<file path="src/rtl/alu_pipe.sv">
`default_nettype none
// ============================================================================
//  Module      : alu_pipe
//  Description : Two-stage pipelined ALU with valid/ready handshakes.
//                Stage 1 captures the operation and computes the binary
//                result and carry. Stage 2 applies the BCD adjust, derives
//                the status flags and holds the registered outputs.
//  Revision    : 1.0 - initial release
// ============================================================================
module alu_pipe #(
  parameter int DATA_W     = 8,
  parameter int DECIMAL_EN = 1
) (
  input  logic              clk_i,
  input  logic              rst_i,
  input  logic              valid_i,
  output logic              ready_o,
  input  logic [4:0]        operation_i,
  input  logic [7:0]        status_i,
  input  logic [DATA_W-1:0] operand1_i,
  input  logic [DATA_W-1:0] operand2_i,
  output logic              valid_o,
  input  logic              ready_i,
  output logic [DATA_W-1:0] result_o,
  output logic [7:0]        status_o
);

  // Operation codes
  localparam logic [4:0] c_OP_ADD = 5'd0;
  localparam logic [4:0] c_OP_SUB = 5'd1;
  localparam logic [4:0] c_OP_CMP = 5'd2;
  localparam logic [4:0] c_OP_AND = 5'd3;
  localparam logic [4:0] c_OP_ORA = 5'd4;
  localparam logic [4:0] c_OP_XOR = 5'd5;
  localparam logic [4:0] c_OP_INC = 5'd6;
  localparam logic [4:0] c_OP_DEC = 5'd7;
  localparam logic [4:0] c_OP_SHL = 5'd8;
  localparam logic [4:0] c_OP_SHR = 5'd9;
  localparam logic [4:0] c_OP_ROL = 5'd10;
  localparam logic [4:0] c_OP_ROR = 5'd11;
  localparam logic [4:0] c_OP_ITO = 5'd12;
  localparam logic [4:0] c_OP_BRK = 5'd13;
  localparam logic [4:0] c_OP_ITF = 5'd14;
  localparam logic [4:0] c_OP_CLC = 5'd15;
  localparam logic [4:0] c_OP_SEC = 5'd16;
  localparam logic [4:0] c_OP_CLD = 5'd17;
  localparam logic [4:0] c_OP_SED = 5'd18;
  localparam logic [4:0] c_OP_CLI = 5'd19;
  localparam logic [4:0] c_OP_SEI = 5'd20;
  localparam logic [4:0] c_OP_CLV = 5'd21;

  // Status bit positions
  localparam int c_ST_N = 7;
  localparam int c_ST_V = 6;
  localparam int c_ST_B = 4;
  localparam int c_ST_D = 3;
  localparam int c_ST_I = 2;
  localparam int c_ST_Z = 1;
  localparam int c_ST_C = 0;

  localparam int c_MSB = DATA_W - 1;
  localparam int c_NIB = DATA_W / 4;
  localparam logic [DATA_W:0]   c_ONE_X = {{DATA_W{1'b0}}, 1'b1};
  localparam logic [DATA_W-1:0] c_ONE_D = {{(DATA_W-1){1'b0}}, 1'b1};

  // Stage 1 state
  logic              r1_valid;
  logic [4:0]        r1_op;
  logic [7:0]        r1_st;
  logic [DATA_W-1:0] r1_a;
  logic [DATA_W-1:0] r1_b;
  logic [DATA_W:0]   r1_bin;

  // Stage 2 state (drives the outputs)
  logic              r2_valid;
  logic [DATA_W-1:0] r2_result;
  logic [7:0]        r2_status;

  logic              w_s2_load;
  logic              w_accept;
  logic [DATA_W:0]   w_cin;
  logic [DATA_W:0]   w_bin;
  logic [DATA_W-1:0] w_dec_res;
  logic              w_dec_c;
  logic              w_dec_mode;
  logic [DATA_W-1:0] w_res;
  logic [7:0]        w_st;
  logic              w_nz_upd;
  logic [DATA_W-1:0] w_nz_src;

  // Stage 2 can take new data when empty or when its result leaves this cycle;
  // stage 1 can then always move forward, so it accepts whenever it is empty
  // or stage 2 is loadable.
  assign w_s2_load = !r2_valid || ready_i;
  assign ready_o   = !r1_valid || w_s2_load;
  assign w_accept  = valid_i && ready_o;

  // Stage 1 binary datapath; bit DATA_W carries the raw carry / shifted-out bit
  always_comb begin
    w_cin = {{DATA_W{1'b0}}, status_i[c_ST_C]};
    w_bin = {1'b0, operand1_i};
    case (operation_i)
      c_OP_ADD: w_bin = {1'b0, operand1_i} + {1'b0, operand2_i} + w_cin;
      c_OP_SUB: w_bin = {1'b0, operand2_i} + {1'b0, ~operand1_i} + w_cin;
      c_OP_CMP: w_bin = {1'b0, operand2_i} + {1'b0, ~operand1_i} + c_ONE_X;
      c_OP_AND: w_bin = {1'b0, operand1_i & operand2_i};
      c_OP_ORA: w_bin = {1'b0, operand1_i | operand2_i};
      c_OP_XOR: w_bin = {1'b0, operand1_i ^ operand2_i};
      c_OP_INC: w_bin = {1'b0, operand1_i + c_ONE_D};
      c_OP_DEC: w_bin = {1'b0, operand1_i - c_ONE_D};
      c_OP_SHL: w_bin = {operand1_i, 1'b0};
      c_OP_SHR: w_bin = {operand1_i[0], 1'b0, operand1_i[DATA_W-1:1]};
      c_OP_ROL: w_bin = {operand1_i, status_i[c_ST_C]};
      c_OP_ROR: w_bin = {operand1_i[0], status_i[c_ST_C], operand1_i[DATA_W-1:1]};
      default:  w_bin = {1'b0, operand1_i};
    endcase
  end

  // Stage 1 registers: capture the accepted op and its binary result
  always_ff @(posedge clk_i or posedge rst_i) begin
    if (rst_i) begin
      r1_valid <= 1'b0;
      r1_op    <= '0;
      r1_st    <= '0;
      r1_a     <= '0;
      r1_b     <= '0;
      r1_bin   <= '0;
    end else if (ready_o) begin
      r1_valid <= valid_i;
      if (w_accept) begin
        r1_op  <= operation_i;
        r1_st  <= status_i;
        r1_a   <= operand1_i;
        r1_b   <= operand2_i;
        r1_bin <= w_bin;
      end
    end
  end

  generate
    if (DECIMAL_EN != 0) begin : g_dec_on
      logic       w_dc;
      logic [4:0] w_nib;
      // Nibble-serial BCD add/subtract with the decimal carry chained upward
      always_comb begin
        w_dec_res = '0;
        w_dc      = r1_st[c_ST_C];
        w_nib     = '0;
        for (int i = 0; i < c_NIB; i++) begin
          if (r1_op == c_OP_SUB) begin
            w_nib = {1'b0, r1_b[4*i +: 4]} - {1'b0, r1_a[4*i +: 4]} - {4'b0000, ~w_dc};
            w_dec_res[4*i +: 4] = w_nib[4] ? (w_nib[3:0] - 4'd6) : w_nib[3:0];
            w_dc  = ~w_nib[4];
          end else begin
            w_nib = {1'b0, r1_a[4*i +: 4]} + {1'b0, r1_b[4*i +: 4]} + {4'b0000, w_dc};
            w_dec_res[4*i +: 4] = (w_nib > 5'd9) ? (w_nib[3:0] + 4'd6) : w_nib[3:0];
            w_dc  = (w_nib > 5'd9);
          end
        end
        w_dec_c = w_dc;
      end
    end else begin : g_dec_off
      assign w_dec_res = r1_bin[DATA_W-1:0];
      assign w_dec_c   = r1_bin[DATA_W];
    end
  endgenerate

  assign w_dec_mode = (DECIMAL_EN != 0) && r1_st[c_ST_D] &&
                      ((r1_op == c_OP_ADD) || (r1_op == c_OP_SUB));

  // Stage 2 result select and flag update; N/Z/V always use the binary result
  always_comb begin
    w_res    = r1_bin[DATA_W-1:0];
    w_st     = r1_st;
    w_nz_upd = 1'b0;
    w_nz_src = r1_bin[DATA_W-1:0];
    case (r1_op)
      c_OP_ADD: begin
        w_nz_upd     = 1'b1;
        w_st[c_ST_C] = w_dec_mode ? w_dec_c : r1_bin[DATA_W];
        w_st[c_ST_V] = (r1_a[c_MSB] == r1_b[c_MSB]) && (r1_bin[c_MSB] != r1_a[c_MSB]);
        if (w_dec_mode) w_res = w_dec_res;
      end
      c_OP_SUB: begin
        w_nz_upd     = 1'b1;
        w_st[c_ST_C] = w_dec_mode ? w_dec_c : r1_bin[DATA_W];
        w_st[c_ST_V] = (r1_a[c_MSB] != r1_b[c_MSB]) && (r1_bin[c_MSB] != r1_b[c_MSB]);
        if (w_dec_mode) w_res = w_dec_res;
      end
      c_OP_CMP: begin
        w_nz_upd     = 1'b1;
        w_st[c_ST_C] = r1_bin[DATA_W];
      end
      c_OP_AND, c_OP_ORA, c_OP_XOR, c_OP_INC, c_OP_DEC, c_OP_ITO: begin
        w_nz_upd = 1'b1;
      end
      c_OP_SHL, c_OP_SHR, c_OP_ROL, c_OP_ROR: begin
        w_nz_upd     = 1'b1;
        w_st[c_ST_C] = r1_bin[DATA_W];
      end
      c_OP_BRK: begin
        w_st[c_ST_B] = 1'b1;
        w_st[c_ST_I] = 1'b1;
      end
      c_OP_ITF: w_st = r1_a[7:0];
      c_OP_CLC: w_st[c_ST_C] = 1'b0;
      c_OP_SEC: w_st[c_ST_C] = 1'b1;
      c_OP_CLD: w_st[c_ST_D] = 1'b0;
      c_OP_SED: w_st[c_ST_D] = 1'b1;
      c_OP_CLI: w_st[c_ST_I] = 1'b0;
      c_OP_SEI: w_st[c_ST_I] = 1'b1;
      c_OP_CLV: w_st[c_ST_V] = 1'b0;
      default: ;
    endcase
    if (w_nz_upd) begin
      w_st[c_ST_N] = w_nz_src[c_MSB];
      w_st[c_ST_Z] = (w_nz_src == '0);
    end
  end

  // Stage 2 registers: outputs only change when the stage is loadable
  always_ff @(posedge clk_i or posedge rst_i) begin
    if (rst_i) begin
      r2_valid  <= 1'b0;
      r2_result <= '0;
      r2_status <= '0;
    end else if (w_s2_load) begin
      r2_valid <= r1_valid;
      if (r1_valid) begin
        r2_result <= w_res;
        r2_status <= w_st;
      end
    end
  end

  assign valid_o  = r2_valid;
  assign result_o = r2_result;
  assign status_o = r2_status;

endmodule
`default_nettype wire

</file>
<file path="config.mk">
export PLATFORM = sky130hd
export DESIGN_NAME = alu_pipe
export DESIGN_NICKNAME = d
export VERILOG_FILES = /design/src/rtl/alu_pipe.sv
export SDC_FILE = /design/constraint.sdc
export NUM_CORES = 1
export LEC_CHECK = 0
export ABC_AREA = 1
export CORE_UTILIZATION = 60
export DETAILED_ROUTE_END_ITERATION = 12
export PLACE_DENSITY_LB_ADDON = 0.25
export SLEW_MARGIN = 20
export SYNTH_ARGS = -nofsm -noshare
export SYNTH_HDL_FRONTEND = slang
export SYNTH_SLANG_ARGS = --single-unit
</file>
<file path="constraint.sdc">
create_clock -name clk_i -period 5.5 [get_ports clk_i]
set_input_delay 1.1 -clock clk_i [delete_from_list [all_inputs] [get_ports clk_i]]
set_output_delay 1.1 -clock clk_i [all_outputs]
set_load 0.05 [all_outputs]
</file>
==> reports/metrics.cfg <==
[logic_synthesis]
ys_seq_area_frac = 0.247
syn_avg_cell_area_um2 = 6.97
syn_inst = 812
synth.net_count = 912
synth-seq-cells = 56
syn_area_um2 = 5660
yosysWarnings = 0
yosys.cell_types.count = 54

[layout]
layout_commonest_cell = nand2_1
area_delta_synth_final_pct = 11.0
layout.nets = 951
nFillCells = 819
final_cell_mix = nand2_1, inv_1, nand3_1, dfrtp_1
antenna_cells = 0
drive_gt1_frac = 0.0857
utilization = 0.684

[timing]
finalSetupTns_ps = 0
fin_hold_ws_ps = 490
tightest_slew_ps = 944
final_hold_viol_count = 0
slew-limit-headroom = 0.370
setup_viol = 0
max_freq_ghz = 0.206
period_share = 0.881
period_needed_ps = 4840
rsz0062_at_grt = false
slew_violations = 0
finClkSkew_ps = 14.2

[worst_setup_path]
cp-end-kind = register
critPathRequiredTime_ps = 5730
worst-endpoint-arrival_ps = 5070
worstSetupStartpointType = register
critPathMaxFanout = 5
crit_path_top_delay_cell = dfrtp_1
cp_num_buf_inv = 6
worst_path_most_repeated_cell = inv_1
slowest_delay_ps = 400
cpLargestDelayFamily = adder cells
criticalPathCategory = reg -> reg

[global_route]
grt_pass1_wl_mm = 26.0
antenna_found_initial = 0
grt_usage = 0.336
grt_pass1_vias = 5409
grt_max_degree = 63
globalRouteOverflowTotal = 0

[routing]
first_pass_iters = 5
routedWlPerCell_um = 16.5
routed-via-count = 5648
drt-total-wl_mm = 15.9
ant_nets = 0
drc = 0
vias_per_cell = 5.87
first_iter_violations = 417

[clock_tree]
cts_sinks = 56
clock_path_buffers = 2
insertion_delay_ps = 320
post_cts.repair.setup_buffers = 0
numCtsBuffers = 5
cts.clk_slew.worst_paths_ps = 120
postCtsHoldBufs = 0
cts_tree = done
h-tree-depth = 2
clockRootBuffer = clkbuf_8
cts_resized = 0

[floorplanning]
chipHeight_um = 99.2
core_area_um2 = 9200
start_util = 0.616
rows = 35
die_x_um = 99.2
dieArea_um2 = 9830
ioPinCount = 51

[power_and_ir_drop]
switching_share = 0.494
pwr-share-clk = 0.121
max-vdd-ir-drop_v = 0.000156
leakagePower_uw = 0.00316
switchingPower_uw = 1000
p_int_uw = 1030
total_power_uw = 2030
p_per_area_nw_per_um2 = 322
combPwrFrac = 0.593
seqPwrFrac = 0.286

[placed_design]
io_buffer_count = 50
dp_hpwl_mm = 12.8
gp_congestion = 1.00

[flow_run]
cap_violations = 0

[worst_hold_path]
worstHoldPathType = reg -> reg

[outcome]
outcome = complete, no violations

[metal layers]
| metal | routed length, um | vias up | GRT usage |
|---|---|---|---|
| met1 | 6380 | 2614 | 0.406 |
| met5 | 0 | - | 0 |
| met2 | 7510 | 259 | 0.581 |
| met3 | 1060 | 60 | 0.0358 |
| met4 | 927 | 0 | 0.204 |
| li1 | - | 2715 | - |
[final timing paths]
path | slack, ps | cells past startpoint | from | to
hold / removal | 490 | 2 | result_o[1] | result_o[1]
setup reg to reg | 660 | 26 | r1_st[0] | result_o[7]
hold reg to reg | 490 | 2 | result_o[1] | result_o[1]
min in group asynchronous | 1270 | 2 | rst_i | valid_o
setup / recovery | 660 | 26 | r1_st[0] | result_o[7]
max in group asynchronous | 3670 | 2 | rst_i | r1_bin[8]
[worst reg2reg max path: cells and delay by family, from the launching register on]
family	cells	cell delay, ps
simple gates	9	850
xor+xnor	2	570
fa+ha+maj	6	1730
compound gates	3	690
flops	1	400
buf+inv	6	530
[sequential cells by signal, summed over array words and instances (netlist names)]
| name | count |
|---|---|
| r1_a | 8 |
| r1_st | 8 |
| status_o | 8 |
| result_o | 8 |
| r1_op | 5 |
| valid_o | 1 |
| r1_valid | 1 |
| r1_bin | 9 |
| r1_b | 8 |
[cells by family (layout without fill, tap and decap cells)]
group	count (synthesis)	count (layout)	synth area share
AOI/OAI and AO/OA	147	147	0.151
xor gates and xnor gates	14	14	0.0230
adders and majority gates	67	67	0.164
buffers and inverters	142	182	0.105
DFF	56	56	0.247
and+or+nand+nor	386	386	0.309
[layout make-up]
| class | instances | area [um2] | share of cell area |
|---|---|---|---|
| clock buffers | 5 | 68.8 | 0.0109 |
| clock inverters | 3 | 33.8 | 0.00537 |
| inverters | 123 | 470 | 0.0748 |
| multi-input cells | 614 | 3670 | 0.583 |
| flip-flops and latches | 56 | 1400 | 0.223 |
| well taps | 111 | 139 | 0.0221 |
| repair buffers | 51 | 508 | 0.0808 |
[power groups by stage]
stage                     clock, uW  combinational [uW]  sequential (uW)
final                           245                1200              580
after global routing            265                1330              589
after CTS                       246                1190              578
after detailed placement          0                1180              586
after global placement            0                1130              580
after floorplan                   0                 731              718
[synthesized netlist by cell type, drive strengths merged]
| cell type | number | area (um2) |
|---|---|---|
| o311ai | 1 | 8.76 |
| a31oi | 6 | 37.5 |
| nand3b | 2 | 15.0 |
| o22ai | 6 | 37.5 |
| o21bai | 6 | 48.8 |
| o21a | 1 | 7.51 |
| dfrtp | 56 | 1400 |
| nand2 | 219 | 872 |
| nor2 | 65 | 294 |
| o21ai | 59 | 299 |
| o211ai | 5 | 37.5 |
| o2bb2ai | 1 | 8.76 |
| and2 | 1 | 6.26 |
| o2111ai | 2 | 17.5 |
| a21oi | 51 | 282 |
| o21ba | 1 | 10.0 |
| nand4 | 10 | 62.6 |
| o221ai | 1 | 8.76 |
| a211oi | 3 | 22.5 |
| fa | 12 | 240 |
| a21o | 1 | 7.51 |
| nor3 | 11 | 60.1 |
| buf | 10 | 82.6 |
| xnor2 | 7 | 68.8 |
| nand3 | 72 | 400 |
| or2 | 4 | 27.5 |
| a22oi | 2 | 15.0 |
| a32oi | 1 | 8.76 |
| inv | 123 | 469 |
| xor2 | 7 | 61.3 |
| ha | 55 | 688 |
| clkbuf | 9 | 43.8 |
| nor4 | 2 | 12.5 |
[stage by stage]
stage	setup slack (ps)	instance area, um2	std cells
detailed placement	745	6180	955
global placement	1060	6180	955
global route	219	6290	963
finish	657	6290	963
floorplan	1370	5660	812
CTS	697	6290	963
Note: power is estimated with default switching activity, not from simulation.
